## src/rtl/uart_tx_fifo.sv

```systemverilog
// Byte FIFO feeding the UART transmitter through its transmit/tx_byte/tx_free handshake.
// Bytes offered while full are dropped and counted so trace overruns are visible to the host.
module uart_tx_fifo #(
   parameter int DEPTH_LOG2 = 4
) (
   input  logic                  clk,
   input  logic                  rst,
   input  logic [7:0]            in_byte,
   input  logic                  in_valid,
   output logic                  in_ready,
   input  logic                  tx_free,
   output logic                  transmit,
   output logic [7:0]            tx_byte,
   output logic [DEPTH_LOG2:0]   level,
   output logic                  overflow,
   output logic [15:0]           drop_count,
   input  logic                  clear_overflow
);

   localparam int DEPTH = 1 << DEPTH_LOG2;
   localparam logic [DEPTH_LOG2-1:0] PTR_ONE = {{(DEPTH_LOG2-1){1'b0}}, 1'b1};
   localparam logic [DEPTH_LOG2:0]   CNT_ONE = {{DEPTH_LOG2{1'b0}}, 1'b1};

   typedef enum logic [1:0] {
      IDLE  = 2'd0,
      FETCH = 2'd1,
      SEND  = 2'd2,
      HOLD  = 2'd3
   } state_t;

   state_t                state;
   logic [7:0]            mem [DEPTH];
   logic [DEPTH_LOG2-1:0] wr_ptr;
   logic [DEPTH_LOG2-1:0] rd_ptr;
   logic [DEPTH_LOG2:0]   count;
   logic                  full;
   logic                  push;
   logic                  pop;
   logic                  drop;

   // count never exceeds DEPTH, so its MSB alone marks the full condition
   assign full     = count[DEPTH_LOG2];
   assign in_ready = !full && !rst;
   assign push     = in_valid && in_ready;
   assign drop     = in_valid && !in_ready && !rst;
   assign pop      = (state == FETCH);
   assign transmit = (state == SEND) && !rst;
   assign level    = count;

   // NOTE: the storage array is deliberately not reset; stale entries are unreachable once pointers and count are cleared.
   always_ff @(posedge clk) begin
      if (push) mem[wr_ptr] <= in_byte;
   end

   // NOTE: every register here uses non-blocking assignment so all decisions see pre-edge values.
   always_ff @(posedge clk) begin
      if (rst) begin
         state      <= IDLE;
         wr_ptr     <= '0;
         rd_ptr     <= '0;
         count      <= '0;
         tx_byte    <= 8'h00;
         overflow   <= 1'b0;
         drop_count <= 16'h0000;
      end else begin
         if (push) wr_ptr <= wr_ptr + PTR_ONE;

         case ({push, pop})
            2'b10:   count <= count + CNT_ONE;
            2'b01:   count <= count - CNT_ONE;
            default: count <= count;
         endcase

         // a drop on the same edge as a clear survives as the first counted drop
         if (clear_overflow) begin
            overflow   <= drop;
            drop_count <= drop ? 16'h0001 : 16'h0000;
         end else if (drop) begin
            overflow <= 1'b1;
            if (drop_count != 16'hFFFF) drop_count <= drop_count + 16'h0001;
         end

         case (state)
            IDLE: begin
               if (count != '0 && tx_free) state <= FETCH;
            end
            FETCH: begin
               tx_byte <= mem[rd_ptr];
               rd_ptr  <= rd_ptr + PTR_ONE;
               state   <= SEND;
            end
            SEND:    state <= HOLD;
            HOLD:    state <= IDLE;
            default: state <= IDLE;
         endcase
      end
   end

endmodule

```

## config.mk

```make
export PLATFORM = sky130hd
export DESIGN_NAME = uart_tx_fifo
export DESIGN_NICKNAME = d
export VERILOG_FILES = /design/src/rtl/uart_tx_fifo.sv
export SDC_FILE = /design/constraint.sdc
export NUM_CORES = 1
export LEC_CHECK = 0
export BUFFER_PORTS_ARGS = -buffer_cell sky130_fd_sc_hd__buf_4
export CAP_MARGIN = 10
export CORE_ASPECT_RATIO = 0.7
export CORE_MARGIN = 4
export CORE_UTILIZATION = 30
export CTS_BUF_LIST = sky130_fd_sc_hd__clkbuf_8
export CTS_CLUSTER_SIZE = 10
export DETAILED_ROUTE_END_ITERATION = 10
export PLACE_DENSITY = 0.52
export SKIP_LAST_GASP = 1
export SLEW_MARGIN = 30
export SYNTH_ARGS = -nofsm -noshare
export SYNTH_HDL_FRONTEND = slang
export SYNTH_SLANG_ARGS = --single-unit
export TNS_END_PERCENT = 5
```

## constraint.sdc

```tcl
create_clock -name clk -period 2.7 [get_ports clk]
set_input_delay 0.54 -clock clk [delete_from_list [all_inputs] [get_ports clk]]
set_output_delay 0.54 -clock clk [all_outputs]
set_load 0.01 [all_outputs]
```

==> flow_metrics.py, run 1 <==
metrics = {
    "synthesis": {
        "yosys.area.top_type_share_pct": 53.1,
        "yosysSeqAreaShare_pct": 64.2,
        "ys_types": 62,
        "synth_area_per_cell_um2": 12.9,
        "post-synth-top-area-cell": "edfxtp_1",
        "ys_seq_elements": 168,
        "synth.area.mux_share_pct": 9.13,
        "yosys.area_share.xor_xnor_pct": 1.45,
        "synthesis.area_um2": 7240,
        "mappedNetlistNets": 587,
        "main_combinational_cell_family_by_area_after_synthesis": "simple AND/OR/NAND/NOR gates",
        "ys_warn_count": 0,
        "synthSimpleGateAreaFrac_pct": 12.3,
        "ys_async_sr_fraction_pct": 0,
        "postSynthCellCount": 560,
        "synth_edf_count": 128,
        "cells_taking_the_most_area_after_synthesis": "edfxtp_1 53%, dfxtp_1 11%, mux2i_1 9.1%",
        "complex_gate_fraction_of_the_synthesized_area_pct": 8.04,
        "synth_top_flop_cell": "edfxtp_1",
        "synthAdderAreaFrac_pct": 2.42,
    },
    "routing": {
        "wire_per_inst_um": 17.5,
        "detail_route.vias_per_cell": 4.93,
        "route.final.wire_length_mm": 16.6,
        "via_count": 4683,
        "ant_nets": 0,
        "drtPass1Iterations": 5,
        "route.detailed.drc": 0,
        "dr.first_iter.drc_count": 385,
    },
    "floorplan": {
        "die_area_um2": 26700,
        "start_util_pct": 30.5,
        "floorplan.core_area_um2": 23700,
        "std_cell_rows": 47,
        "die_x_um": 194,
        "i_o_pin_total": 45,
        "die-height_um": 138,
    },
    "clock_tree": {
        "clkLatencyLatePin_ns": 0.46,
        "post_cts_hold_buffer_count": 0,
        "clockBufferDepth": 2,
        "cts-root-buf": "clkbuf_8",
        "clock_sinks": 168,
        "post-cts-setup-buffer-count": 0,
        "cts_inserted_buffers": 17,
        "htreeDepth": 4,
        "postCtsResizedCells": 0,
        "cts_tree": "built",
        "cts.clk_slew.worst_paths_ns": 0.10,
    },
    "cells_and_area": {
        "post_route_cells_drive_above_1_share_pct": 17.8,
        "finish.net_count": 644,
        "area_growth_syn_to_layout_pct": 16.2,
    },
    "critical_path": {
        "cp-start-kind": "flip-flop",
        "cp-startpoint": "state[1]",
        "critPathMaxFanout": 10,
        "critical_path_class": "reg -> reg",
        "critical_path.endpoint_type": "flip-flop",
        "source_of_the_worst_register_to_register_timing_path": "state[1]",
        "cp_data_arrival_time_ns": 2.61,
        "cp.required_ns": 3.08,
    },
    "global_route": {
        "grt_start_max_net_pins": 34,
        "grt_antenna_before_repair": 0,
        "grt-ovfl-total": 0,
        "groute.usage.overall_pct": 12.4,
        "first_pass_grt_wire_length_mm": 25.4,
        "number_of_global_route_vias_before_repair": 4629,
    },
    "place": {
        "port_buffers": 44,
        "gp_routability_congestion": 0.775,
        "place_worst_setup_slack_ns": 0.239,
        "detailed_place_hpwl_mm": 11.5,
    },
    "sta": {
        "clock-skew-final_ns": 0.0194,
        "max_slew_margin_pct": 52.8,
        "max_freq_ghz": 0.449,
        "setup_viol_count_final": 0,
        "maxSlewViolCount": 0,
        "setup_tns_ns": 0,
        "timing_worst_slew_pin_value_ns": 0.701,
        "final_min_period_over_clock_period_pct": 82.5,
        "final_critical_path_setup_slack_ns": 0.473,
        "hold_violations_final": 0,
        "grt_setup_unrepaired": "no",
        "finalCriticalPeriod_ns": 2.23,
    },
    "pwr": {
        "power.static_leakage_nw": 2.76,
        "power.ir.vdd_worst_mv": 0.287,
        "power_density_nw_per_um2": 718,
    },
    "hold_path": {
        "worstHoldPathType": "in -> reg",
        "start_point_of_the_worst_hold_path": "in_byte[7]",
    },
    "run_status": {
        "outcome": "completed",
    },
    "job": {
        "maxCapViolations": 0,
    },
}
## per-stage QoR
step | instances | util (%) | cell area (um^2) | hold WS, ns | power (mW)
after floorplan | 560 | - | 7240 | 0.481 | 3.93
after global placement | 916 | 33.8 | 8020 | 0.449 | 4.33
after detailed placement | 916 | 33.8 | 8020 | 0.459 | 4.38
after CTS | 948 | 35.5 | 8410 | 0.385 | 6.12
after global routing | 948 | 35.5 | 8410 | 0.391 | 6.37
final | 950 | 35.5 | 8410 | 0.404 | 6.04
## layout make-up
| class | count | area, um^2 |
|---|---|---|
| Sequential cell | 168 | 4650 |
| Tap cell | 318 | 398 |
| Clock buffer | 17 | 234 |
| Fill cell | 2297 | 15300 |
| Antenna cell | 2 | 5.00 |
| Inverter | 11 | 41.3 |
| Multi-Input combinational cell | 350 | 2410 |
| Timing Repair Buffer | 69 | 518 |
| Clock inverter | 15 | 154 |
## cells in the mapped netlist (2+ instances only)
cell      count
ha_1         14
nand4_1       7
buf_2         9
mux2i_1      66
buf_1         6
a22oi_1      18
o21ai_0       9
nor2b_1       5
inv_1        10
nor2_1       30
nand3_1      33
o21a_1        2
nor3b_1       3
xnor2_1       5
nor4_1        3
nand2_1      45
nand2b_1      7
o311ai_0      2
and2_1        2
a211oi_1      2
edfxtp_1    128
nor3_1       10
a21o_1        3
clkbuf_1     14
nand3b_1      4
o211ai_1      2
a21boi_0      2
xor2_1        7
or3_1         7
o31ai_1       5
or4_1         2
a311oi_1      2
a21oi_1      26
dfxtp_1      40
a211o_1       3
## report_power, final
group          switching [mW]  internal, mW  total [mW]
combinational           0.724         0.530        1.25
clock                    1.03         0.692        1.72
sequential              0.155          2.91        3.06
## worst paths after layout
path	end	slack, ns	cells past startpoint
hold / removal	mem[4][7]	0.40	1
setup reg to reg	level[2]	0.47	9
setup / recovery	level[2]	0.47	9
hold reg to reg	tx_byte[7]	0.47	2
## state kept, by name, indices dropped and copies added, names as in the netlist
name,count
overflow,1
level,5
wr_ptr,4
drop_count,16
tx_byte,8
state,2
mem,128
rd_ptr,4
## layer usage
metal	vias to the layer above	GRT usage, %	part of all wire, %
li1	2230	-	-
met1	2357	16.9	48
met2	90	20.1	47
met3	6	2.65	4.2
met4	0	3.54	0.79
met5	-	0	0
## placed cells by master (no fill, tap or decap), types with 4 or more instances in the layout
cell type  synthesis  final
nand3b_1           4      4
xor2_1             7      7
a22oi_1           18     18
nor2_1            30     30
clkbuf_8           0     17
nand4_1            7      7
ha_1              14     14
nand2_1           45     45
mux2i_1           66     66
xnor2_1            5      5
nor2b_1            5      5
buf_4              1     69
nor3_1            10     10
a21oi_1           26     26
nand2b_1           7      7
clkinv_4           0      4
inv_8              0      5
o21ai_0            9      9
edfxtp_1         128    128
inv_1             10     11
dfxtp_1           40     38
o31ai_1            5      5
or3_1              7      7
nand3_1           33     33
## critical path: stages, from the launching register on
cell and delay (ns):
dfxtp_1 0.37, inv_1 0.09, ha_1 0.21, ha_1 0.32, xor2_1 0.19, ha_1 0.23
a21oi_1 0.17, xor2_1 0.10, or3_1 0.32, a21oi_1 0.16
## cell families (layout without fill, tap and decap cells)
family,after synthesis,count (layout)
xor+xnor,12,12
fa+ha+maj,14,14
compound gates,86,86
flops,168,168
other cells,0,2
simple gates,172,172
mux,66,66
buf+inv,42,112
(Power assumes the default switching activity.)
==> run 2: changes to the inputs <==
==> constraint.sdc (replaced) <==
create_clock -name clk -period 2.2 [get_ports clk]
set_input_delay 0.44 -clock clk [delete_from_list [all_inputs] [get_ports clk]]
set_output_delay 0.44 -clock clk [all_outputs]
set_load 0.01 [all_outputs]
==> run 2 against run 1 <==
Against the previous run:
- critical endpoint is now level[3]
- final cell count is 0.53% higher
- clock skew is 0.00087 ns lower
- global-route usage is 0.66 points higher
- sequential power is 24% higher
- power is 28% higher
- register-to-register slack worse by 0.36 ns
- via count is 1.0% higher
- wire length is 3.4% higher
- non-clock buffer count is 7 higher
- combinational power is 32% higher
- largest cell class unchanged
- critical path type unchanged
- hold slack worse by 0.080 ns
==> flow_metrics.py, run 2 (synthesis results as in run 1) <==
metrics = {
    "cells_and_area": {
        "layout.filler_cells": 2277,
        "reg_top3": "mem (128), drop_count (16), tx_byte (8)",
        "post_route_cells_drive_above_1_share_pct": 19.6,
        "biggest_register": "mem",
        "most-common-layout-cells": "128 x edfxtp_1, 75 x buf_4, 66 x mux2i_1, 45 x nand2_1, 37 x dfxtp_1",
        "area_growth_syn_to_layout_pct": 17.7,
        "diodes": 0,
        "finish.net_count": 651,
        "largest_register_ff_count": 128,
        "layout.cells.most_common": "edfxtp_1",
    },
    "clock_tree": {
        "clock_sinks": 168,
        "clkLatencyLatePin_ns": 0.45,
        "cts_inserted_buffers": 17,
        "cts_tree": "built",
        "clockBufferDepth": 2,
        "cts.clk_slew.worst_paths_ns": 0.10,
        "htreeDepth": 4,
        "postCtsResizedCells": 0,
        "cts-root-buf": "clkbuf_8",
        "post_cts_hold_buffer_count": 0,
        "post-cts-setup-buffer-count": 0,
    },
    "critical_path": {
        "timing.critical_path.buf_inv": 2,
        "timing.critical_path.max_delay_family": "adder cells",
        "timing.critical_path.slowest_cell_delay_ns": 0.37,
        "critPathMaxFanout": 3,
        "cp-start-kind": "flip-flop",
        "crit_path_cell_trace": "inv_1, ha_2, ha_2, ha_1, inv_1, or3_1, a221o_1, o221ai_1",
        "reg2reg_slack_ns": 0.11,
        "critical_path_class": "reg -> reg",
        "cp.required_ns": 2.57,
        "source_of_the_worst_register_to_register_timing_path": "state[1]",
        "critical_path.endpoint_type": "flip-flop",
        "critical_path.reg2reg.endpoint": "level[3]",
        "reg2regPathDepth": 8,
        "slowest_library_cell_on_the_worst_path": "dfxtp_1",
        "cp_data_arrival_time_ns": 2.46,
    },
    "floorplan": {
        "floorplan.core_area_um2": 23700,
        "i_o_pin_total": 45,
        "start_util_pct": 30.5,
        "std_cell_rows": 47,
        "die-height_um": 138,
        "die_area_um2": 26700,
        "die_x_um": 194,
    },
    "run_status": {
        "outcome": "completed",
    },
    "routing": {
        "via_count": 4732,
        "route.final.wire_length_mm": 17.2,
        "route.detailed.drc": 0,
        "drtPass1Iterations": 6,
        "dr.first_iter.drc_count": 334,
        "wire_per_inst_um": 18.0,
        "detail_route.vias_per_cell": 4.95,
        "ant_nets": 0,
    },
    "global_route": {
        "first_pass_grt_wire_length_mm": 26.8,
        "number_of_global_route_vias_before_repair": 4596,
        "groute.usage.overall_pct": 13.0,
        "grt-ovfl-total": 0,
        "grt_antenna_before_repair": 0,
        "grt_start_max_net_pins": 35,
    },
    "hold_path": {
        "start_point_of_the_worst_hold_path": "in_byte[2]",
        "min_delay_path_depth": 1,
        "min_to": "mem[4][2]",
        "worstHoldPathType": "in -> reg",
    },
    "sta": {
        "max_slew_margin_pct": 58.3,
        "max_freq_ghz": 0.478,
        "grt_setup_unrepaired": "no",
        "maxSlewViolCount": 0,
        "hold_violations_final": 0,
        "final_min_period_over_clock_period_pct": 95.1,
        "setup_tns_ns": 0,
        "timing_worst_slew_pin_value_ns": 0.623,
        "setup_viol_count_final": 0,
        "clock-skew-final_ns": 0.0185,
        "finalCriticalPeriod_ns": 2.09,
    },
    "place": {
        "detailed_place_hpwl_mm": 11.6,
        "port_buffers": 44,
        "gp_routability_congestion": 0.777,
    },
    "pwr": {
        "power.ir.vdd_worst_mv": 0.418,
        "post-layout-total-power_mw": 7.73,
        "power.static_leakage_nw": 2.80,
        "power_density_nw_per_um2": 908,
    },
    "job": {
        "maxCapViolations": 0,
    },
}
## run 2: area by class of cell
class | count | area [um^2] | share of cell area (%)
tap | 318 | 398 | 4.67
clock inverter | 15 | 179 | 2.10
timing repair buffer | 76 | 583 | 6.84
sequential | 168 | 4650 | 54.6
clock buffer | 17 | 234 | 2.75
inverter | 11 | 41.3 | 0.485
multi-input combinational | 350 | 2430 | 28.6
## run 2: worst max path at each step
stage / start / endpoint / slack (ns) / cells after the start
4_1_cts: state[1] / level[3] / 0.06 / 8
3_5_place_dp: rst / level[3] / -0.06 / 9
5_1_grt: state[1] / level[2] / 0.01 / 9
2_1_floorplan: level[4] / level[2] / -0.01 / 11
3_3_place_gp: rst / level[3] / 0.08 / 9
6_report: state[1] / level[3] / 0.11 / 8
## run 2: worst reg2reg max path: cells and delay by family, from the launching register on
family	cells	cell delay, ns
adder cells (fa/ha/maj)	3	0.78
flip-flops	1	0.37
AO/OA/AOI/OAI	2	0.37
AND/OR/NAND/NOR	1	0.33
buffers and inverters	2	0.17
## run 2: report_power, final
group	total, mW	switching [mW]	internal [mW]	leakage (nW)
clock	2.30	1.24	1.06	0.205
combinational	1.65	0.938	0.715	1.11
sequential	3.78	0.210	3.57	1.48
## run 2: per-layer routing
metal	GRT usage, %	vias up	routed length [um]
li1	-	2229	-
met1	19.0	2371	8540
met2	19.9	122	7760
met3	2.79	10	742
met4	3.34	0	131
met5	0	-	0
## run 2: stage by stage
| stage | area (um^2) | util [%] | instances | setup WS [ns] | hold slack (ns) |
|---|---|---|---|---|---|
| after floorplan | 7270 | - | 560 | -0.0149 | 0.481 |
| after global placement | 8100 | 34.2 | 923 | 0.0817 | 0.451 |
| after detailed placement | 8100 | 34.2 | 923 | -0.0619 | 0.451 |
| after CTS | 8520 | 35.9 | 955 | 0.0608 | 0.291 |
| after global routing | 8520 | 35.9 | 955 | 0.0149 | 0.294 |
| final | 8520 | 35.9 | 955 | 0.109 | 0.324 |
